`src/rtl/mem_burst_arbiter_if.sv`:
```
`timescale 1ns/1ps
`default_nettype none
// ============================================================================
// Module      : mem_burst_arbiter_if
// Description : Requester, abort and memory-side bus bundle for
//               mem_burst_arbiter. The slave modport is the arbiter's view,
//               the master modport is the client/memory view.
// Revision    : 1.0 - initial release
// ============================================================================
interface mem_burst_arbiter_if #(
    parameter int ADDR_W = 8,
    parameter int DATA_W = 8
);
    logic              req_a;
    logic [ADDR_W-1:0] addr_a;
    logic              we_a;
    logic [DATA_W-1:0] wdata_a;
    logic              req_b;
    logic [ADDR_W-1:0] addr_b;
    logic              we_b;
    logic [DATA_W-1:0] wdata_b;
    logic              stop;
    logic              gnt_a;
    logic              gnt_b;
    logic              mem_en;
    logic              mem_we;
    logic [ADDR_W-1:0] mem_addr;
    logic [DATA_W-1:0] mem_wdata;
    logic              busy;
    logic              burst_done;
    logic              aborted;

    modport slave (
        input  req_a, addr_a, we_a, wdata_a,
        input  req_b, addr_b, we_b, wdata_b,
        input  stop,
        output gnt_a, gnt_b, mem_en, mem_we, mem_addr, mem_wdata,
        output busy, burst_done, aborted
    );

    modport master (
        output req_a, addr_a, we_a, wdata_a,
        output req_b, addr_b, we_b, wdata_b,
        output stop,
        input  gnt_a, gnt_b, mem_en, mem_we, mem_addr, mem_wdata,
        input  busy, burst_done, aborted
    );
endinterface
`default_nettype wire

```
`src/rtl/mem_burst_arbiter.sv`:
```
`timescale 1ns/1ps
`default_nettype none
// ============================================================================
// Module      : mem_burst_arbiter
// Description : Two-requester burst controller. Arbitrates A/B, then issues
//               BURST consecutive (wrapping) memory beats for the winner and
//               pulses burst_done (with aborted) one cycle after the last beat.
//               Optional macro MEM_ARB_RR_EN: round-robin on ties; when it is
//               undefined A has fixed priority over B.
// Revision    : 1.0 - initial release
// ============================================================================
module mem_burst_arbiter #(
    parameter int ADDR_W = 8,
    parameter int DATA_W = 8,
    parameter int BURST  = 4
) (
    input  wire logic          clk,
    input  wire logic          res,
    mem_burst_arbiter_if.slave bus
);

    localparam int               CNT_W     = (BURST > 1) ? $clog2(BURST) : 1;
    localparam logic [CNT_W-1:0] LAST_BEAT = CNT_W'(BURST - 1);

    localparam logic [1:0] ST_IDLE  = 2'd0;
    localparam logic [1:0] ST_ARB   = 2'd1;
    localparam logic [1:0] ST_BURST = 2'd2;
    localparam logic [1:0] ST_DONE  = 2'd3;

    logic [1:0]        state_q,   state_d;
    logic [1:0]        req_snap_q, req_snap_d;   // {b, a} captured on IDLE exit
    logic              owner_q,   owner_d;       // 0 = A, 1 = B
    logic              we_q,      we_d;
    logic [ADDR_W-1:0] base_q,    base_d;
    logic [CNT_W-1:0]  beat_q,    beat_d;
    logic              aborted_q, aborted_d;
    logic              win_b;
`ifdef MEM_ARB_RR_EN
    logic              ptr_q,     ptr_d;         // 0 = A preferred on a tie
`endif

    // State register: all controller flops, synchronous active-low reset
    always_ff @(posedge clk) begin
        if (!res) begin
            state_q    <= ST_IDLE;
            req_snap_q <= 2'b00;
            owner_q    <= 1'b0;
            we_q       <= 1'b0;
            base_q     <= '0;
            beat_q     <= '0;
            aborted_q  <= 1'b0;
`ifdef MEM_ARB_RR_EN
            ptr_q      <= 1'b0;
`endif
        end else begin
            state_q    <= state_d;
            req_snap_q <= req_snap_d;
            owner_q    <= owner_d;
            we_q       <= we_d;
            base_q     <= base_d;
            beat_q     <= beat_d;
            aborted_q  <= aborted_d;
`ifdef MEM_ARB_RR_EN
            ptr_q      <= ptr_d;
`endif
        end
    end

    // Next-state logic: arbitration from the request snapshot, beat sequencing, abort
    always_comb begin
        state_d    = state_q;
        req_snap_d = req_snap_q;
        owner_d    = owner_q;
        we_d       = we_q;
        base_d     = base_q;
        beat_d     = beat_q;
        aborted_d  = aborted_q;
`ifdef MEM_ARB_RR_EN
        ptr_d      = ptr_q;
        win_b      = req_snap_q[1] & (~req_snap_q[0] | ptr_q);
`else
        win_b      = req_snap_q[1] & ~req_snap_q[0];
`endif
        case (state_q)
            ST_IDLE: begin
                if (bus.req_a || bus.req_b) begin
                    state_d    = ST_ARB;
                    req_snap_d = {bus.req_b, bus.req_a};
                end
            end
            ST_ARB: begin
                owner_d   = win_b;
                base_d    = win_b ? bus.addr_b : bus.addr_a;
                we_d      = win_b ? bus.we_b : bus.we_a;
                beat_d    = '0;
                aborted_d = 1'b0;
                state_d   = ST_BURST;
            end
            ST_BURST: begin
                beat_d = beat_q + CNT_W'(1);
                if (bus.stop) begin
                    aborted_d = 1'b1;
                    state_d   = ST_DONE;
                end else if (beat_q == LAST_BEAT) begin
                    state_d = ST_DONE;
                end
            end
            default: begin
`ifdef MEM_ARB_RR_EN
                ptr_d = ~owner_q;
`endif
                state_d = ST_IDLE;
            end
        endcase
    end

    // Outputs: decoded from registered state; write data muxed live from the owner
    always_comb begin
        bus.gnt_a      = 1'b0;
        bus.gnt_b      = 1'b0;
        bus.mem_en     = 1'b0;
        bus.mem_we     = 1'b0;
        bus.mem_addr   = '0;
        bus.mem_wdata  = '0;
        bus.busy       = (state_q != ST_IDLE);
        bus.burst_done = (state_q == ST_DONE);
        bus.aborted    = (state_q == ST_DONE) & aborted_q;
        if (state_q == ST_BURST) begin
            bus.gnt_a    = ~owner_q;
            bus.gnt_b    = owner_q;
            bus.mem_en   = 1'b1;
            bus.mem_we   = we_q;
            bus.mem_addr = base_q + ADDR_W'(beat_q);
            if (we_q) begin
                bus.mem_wdata = owner_q ? bus.wdata_b : bus.wdata_a;
            end
        end
    end

endmodule
`default_nettype wire
```
`src/flat_wrapper.sv`:
```
// flat-port wrapper written by rule: the top's interface ports become plain ports
module mem_burst_arbiter_flat 
#(
    parameter int ADDR_W = 8,
    parameter int DATA_W = 8,
    parameter int BURST  = 4
)
  (clk, res, bus_req_a, bus_addr_a, bus_we_a, bus_wdata_a, bus_req_b, bus_addr_b, bus_we_b, bus_wdata_b, bus_stop, bus_gnt_a, bus_gnt_b, bus_mem_en, bus_mem_we, bus_mem_addr, bus_mem_wdata, bus_busy, bus_burst_done, bus_aborted);
  mem_burst_arbiter_if #(.ADDR_W(ADDR_W), .DATA_W(DATA_W)) bus_i ();
  input  wire logic clk;
  input  wire logic res;
  input wire logic [$bits(bus_i.req_a)-1:0] bus_req_a;
  input wire logic [$bits(bus_i.addr_a)-1:0] bus_addr_a;
  input wire logic [$bits(bus_i.we_a)-1:0] bus_we_a;
  input wire logic [$bits(bus_i.wdata_a)-1:0] bus_wdata_a;
  input wire logic [$bits(bus_i.req_b)-1:0] bus_req_b;
  input wire logic [$bits(bus_i.addr_b)-1:0] bus_addr_b;
  input wire logic [$bits(bus_i.we_b)-1:0] bus_we_b;
  input wire logic [$bits(bus_i.wdata_b)-1:0] bus_wdata_b;
  input wire logic [$bits(bus_i.stop)-1:0] bus_stop;
  output wire logic [$bits(bus_i.gnt_a)-1:0] bus_gnt_a;
  output wire logic [$bits(bus_i.gnt_b)-1:0] bus_gnt_b;
  output wire logic [$bits(bus_i.mem_en)-1:0] bus_mem_en;
  output wire logic [$bits(bus_i.mem_we)-1:0] bus_mem_we;
  output wire logic [$bits(bus_i.mem_addr)-1:0] bus_mem_addr;
  output wire logic [$bits(bus_i.mem_wdata)-1:0] bus_mem_wdata;
  output wire logic [$bits(bus_i.busy)-1:0] bus_busy;
  output wire logic [$bits(bus_i.burst_done)-1:0] bus_burst_done;
  output wire logic [$bits(bus_i.aborted)-1:0] bus_aborted;
  assign bus_i.req_a = bus_req_a;
  assign bus_i.addr_a = bus_addr_a;
  assign bus_i.we_a = bus_we_a;
  assign bus_i.wdata_a = bus_wdata_a;
  assign bus_i.req_b = bus_req_b;
  assign bus_i.addr_b = bus_addr_b;
  assign bus_i.we_b = bus_we_b;
  assign bus_i.wdata_b = bus_wdata_b;
  assign bus_i.stop = bus_stop;
  assign bus_gnt_a = bus_i.gnt_a;
  assign bus_gnt_b = bus_i.gnt_b;
  assign bus_mem_en = bus_i.mem_en;
  assign bus_mem_we = bus_i.mem_we;
  assign bus_mem_addr = bus_i.mem_addr;
  assign bus_mem_wdata = bus_i.mem_wdata;
  assign bus_busy = bus_i.busy;
  assign bus_burst_done = bus_i.burst_done;
  assign bus_aborted = bus_i.aborted;
  mem_burst_arbiter #(.ADDR_W(ADDR_W), .DATA_W(DATA_W), .BURST(BURST)) u_core (.clk(clk), .res(res), .bus(bus_i));
endmodule
```
`config.mk`:
```
export PLATFORM = sky130hd
export DESIGN_NAME = mem_burst_arbiter_flat
export DESIGN_NICKNAME = d
export VERILOG_FILES = /design/src/rtl/mem_burst_arbiter_if.sv /design/src/rtl/mem_burst_arbiter.sv /design/src/flat_wrapper.sv
export SDC_FILE = /design/constraint.sdc
export NUM_CORES = 1
export LEC_CHECK = 0
export CELL_PAD_IN_SITES_DETAIL_PLACEMENT = 0
export CELL_PAD_IN_SITES_GLOBAL_PLACEMENT = 1
export CORE_MARGIN = 3
export CORE_UTILIZATION = 26
export CTS_CLUSTER_SIZE = 25
export DETAILED_ROUTE_END_ITERATION = 8
export GPL_ROUTABILITY_DRIVEN = 0
export GPL_TIMING_DRIVEN = 0
export PLACE_DENSITY = 0.84
export SKIP_CTS_REPAIR_TIMING = 1
export SLEW_MARGIN = 10
export SYNTH_ARGS = -nofsm -noshare
export SYNTH_HDL_FRONTEND = slang
export SYNTH_SLANG_ARGS = --single-unit
```
`constraint.sdc`:
```
create_clock -name clk -period 2.26 [get_ports clk]
set_clock_uncertainty 0.2 [all_clocks]
set_input_delay 0.452 -clock clk [delete_from_list [all_inputs] [get_ports clk]]
set_output_delay 0.452 -clock clk [all_outputs]
set_load 0.005 [all_outputs]
```
==> summary.md <==
| Metric | Value |
|---|---|
| Vias in the first global route | `1167` |
| DP Wirelength | `2330 um` |
| Die ar. | `0.00517 mm2` |
| Share of the synthesized area in the top cell type | `30.1%` |
| Synth area leader | `dfxtp_1` |
| Critical path type | `register to output port` |
| Std-Cell Rows | `23` |
| Fin area | `0.00213 mm2` |
| Post-DP Area | `0.00180 mm2` |
| Clk root buf | `clkbuf_8` |
| Final #Nets | `267` |
| DR pass1 iterations | `4` |
| Outcome | `complete, but fails checks` |
| Post-Synth XOR/XNOR Area | `1.55%` |
| Vias per cell | `4.68` |
| Post-synth EDFFs | `0` |
| Initial core utilization | `27.6%` |
| Worst EP required | `1610 ps` |
| Ys flop type | `dfxtp_1` |
| Failing checks | `negative setup slack` |
| Max Slew Vio Count | `0` |
| Synth Area in Compound Gates | `14.2%` |
| Main combinational cell family by area after synthesis | `simple AND/OR/NAND/NOR gates` |
| Via count | `between 1000 and 1500` |
| Max Root-Sink Buffers | `2` |
| First-pass GRT wire length | `5020 um` |
| FF-to-FF Start | `u_core.state_q[1]$_SDFFE_PN0P_` |
| Max-Cap Viols | `0` |
| Synth Area in Adders | `10.6%` |
| Mapped Cells | `138` |
| Post-Synthesis Net Count | `186` |
| Synth warn | `0` |
| I/O pin total | `62` |
| Leak Pwr | `1.03 nW` |
| Drc violations | `0` |
| Actual slew at the worst max-slew pin | `495 ps` |
| Iteration-0 DRC Markers | `46` |
| I/O Buffers | `61` |
| CTS sink cnt | `17` |
| Worst Path Arrival | `1740 ps` |
| Synth cell count leaders | `23 x nor2_1, 18 x mux2i_1, 17 x dfxtp_1` |
| Distinct cells, synth | `27` |
| Crit path from | `u_core.beat_q[1]$_SDFFE_PN0P_` |
| CP startpoint kind | `register` |
| RSZ-0062 raised after global routing | `true` |
| Inst Count DP | `249` |
| CTS tree | `built` |
| GR Util All Layers | `12.0%` |
| Seq/Total Area, Yosys | `30.1%` |
| Hold Vio Cnt, Final | `0` |
| Die Y | `71.9 um` |
| CORE AREA | `0.00409 mm2` |
| Yosys reg bits | `17` |
| Final Setup Violations | `3` |
| Gr ovfl total | `0` |
| Worst-Skew Late Latency | `250 ps` |
| Period utilization | `106%` |
| Layout cell share with drive strength beyond 1 | `27.5%` |
| End of the worst register-to-register path | `u_core.aborted_q$_SDFFE_PN0P_` |
| Worst-path clk slew | `about 70 ps` |
| Capture point of the worst path | `bus_mem_addr[7]` |
| Worst-case vdd ir drop | `0.000276 V` |
| Wire per inst | `12.6 um` |
| Synth Cell Area | `0.00113 mm2` |
| R2R setup slack | `450 ps` |
| Pwr/cell area | `817 mW/mm2` |
| Area Growth Syn to Fin | `88.5%` |
| Multiplexer share of the synthesized area | `roughly 17%` |
| Worst Hold Class | `register to register` |
| Average size of a mapped cell | `8.19 um2` |
| Worst-path fanout max | `6` |
| Largest net degree at the start of global routing | `12` |
| Fmax | `418 MHz` |
| Depth of the most critical reg-to-reg path | `6` |
| Count leader, synth | `nor2_1` |
| Antenna cell count | `0` |
| TritonCTS Buffers | `3` |
| Die X | `71.9 um` |
| ANT nets after route | `0` |
| Setup ws final | `-130 ps` |
| H-tree depth | `1` |
| Fillers | `412` |
| Simple-gate portion of the synthesized area | `20.9%` |
| Initial antenna violation count | `0` |
| Routed WL | `about 3400 um` |
| Async S/R FF share, synth | `0%` |
| Fin crit period | `2390 ps` |
| Post-Layout Cell Count | `268` |
| Worst relative slew slack | `67.0%` |
| Top area cells in the synthesized netlist | `dfxtp_1 30%, mux2i_1 16%, ha_1 8.9%` |
| CP Capture Type | `output port` |
-- area by class of cell --
class / count / area (um2) / share of cell area [%]
buffer: 6 / 36.3 / 1.70
clock buffer: 3 / 41.3 / 1.94
clock inverter: 1 / 7.51 / 0.353
inverter: 10 / 43.8 / 2.06
multi-input combinational: 105 / 841 / 39.5
sequential: 17 / 359 / 16.9
tap: 50 / 62.6 / 2.94
timing repair buffer: 76 / 738 / 34.7
-- cell families after synthesis --
kind of cell	after synthesis
XOR/XNOR	2
flip-flops	17
AO/OA/AOI/OAI	27
adder cells (fa/ha/maj)	9
multiplexers	19
AND/OR/NAND/NOR	48
buffers and inverters	16
-- per-layer routing --
| metal | share of wire (%) | GRT usage [%] | vias up |
|---|---|---|---|
| met5 | 0 | 0 | - |
| met4 | 0.86 | 2.51 | 0 |
| met3 | 6.9 | 3.60 | 2 |
| met2 | 50 | 20.1 | 45 |
| met1 | 42 | 15.3 | 571 |
| li1 | - | - | 635 |
-- cells in the final DEF (no fill, tap or decap), types with 3 or more instances in the layout --
| master | n |
|---|---|
| a21oi_1 | 6 |
| nand2_1 | 6 |
| buf_4 | 13 |
| nor2_2 | 4 |
| clkbuf_8 | 3 |
| a21oi_2 | 4 |
| and2_1 | 3 |
| ha_1 | 5 |
| dfxtp_4 | 4 |
| ha_4 | 3 |
| a211oi_1 | 9 |
| mux2i_1 | 18 |
| dfxtp_2 | 3 |
| dfxtp_1 | 10 |
| clkdlybuf4s50_1 | 43 |
| o21ai_0 | 6 |
| nor2_1 | 19 |
| buf_2 | 5 |
| inv_1 | 7 |
| clkbuf_1 | 3 |
| dlymetal6s2s_1 | 13 |
-- critical path, stage by stage (launching register included) --
cell and delay, ps:
dfxtp_4 370, ha_4 280, a21oi_4 60, or4_4 530, a21oi_2 120, buf_2 110
-- state kept, by name, indices dropped and copies added, names as in the netlist --
| name | cells |
|---|---|
| u_core.aborted_q | 1 |
| u_core.base_q | 8 |
| u_core.beat_q | 2 |
| u_core.owner_q | 1 |
| u_core.req_snap_q | 2 |
| u_core.state_q | 2 |
| u_core.we_q | 1 |
-- stage by stage --
step                TNS [ps]  power (mW)  utilization [%]  hold slack [ps]  setup WS [ps]
floorplan                  0       0.946                -              232            220
global placement       -2410        1.24             44.1              243           -376
detailed placement     -2370        1.25             44.1              247           -352
CTS                    -7650        1.49             45.3              257           -650
global route            -598        1.89             52.1              293           -197
finish                  -246        1.74             52.1              257           -130
-- worst min-delay path by stage --
stage / startpoint / end / slack (ps) / depth (start not counted)
after floorplan: u_core.req_snap_q[1]$_SDFFE_PN0P_ / u_core.req_snap_q[1]$_SDFFE_PN0P_ / 230 / 2
after global placement: u_core.req_snap_q[1]$_SDFFE_PN0P_ / u_core.req_snap_q[1]$_SDFFE_PN0P_ / 240 / 2
after detailed placement: u_core.req_snap_q[0]$_SDFFE_PN0P_ / u_core.req_snap_q[0]$_SDFFE_PN0P_ / 250 / 2
after CTS: u_core.req_snap_q[0]$_SDFFE_PN0P_ / u_core.req_snap_q[0]$_SDFFE_PN0P_ / 260 / 2
after global routing: u_core.req_snap_q[1]$_SDFFE_PN0P_ / u_core.req_snap_q[1]$_SDFFE_PN0P_ / 290 / 2
final: u_core.req_snap_q[0]$_SDFFE_PN0P_ / u_core.req_snap_q[0]$_SDFFE_PN0P_ / 260 / 2
-- power breakdown --
group	total (mW)	switching [mW]	internal, mW
logic	0.954	0.426	0.527
clock network	0.236	0.112	0.124
registers	0.551	0.135	0.417
total	1.74	0.673	1.07
No activity file was read; power rests on OpenSTA's default activity.
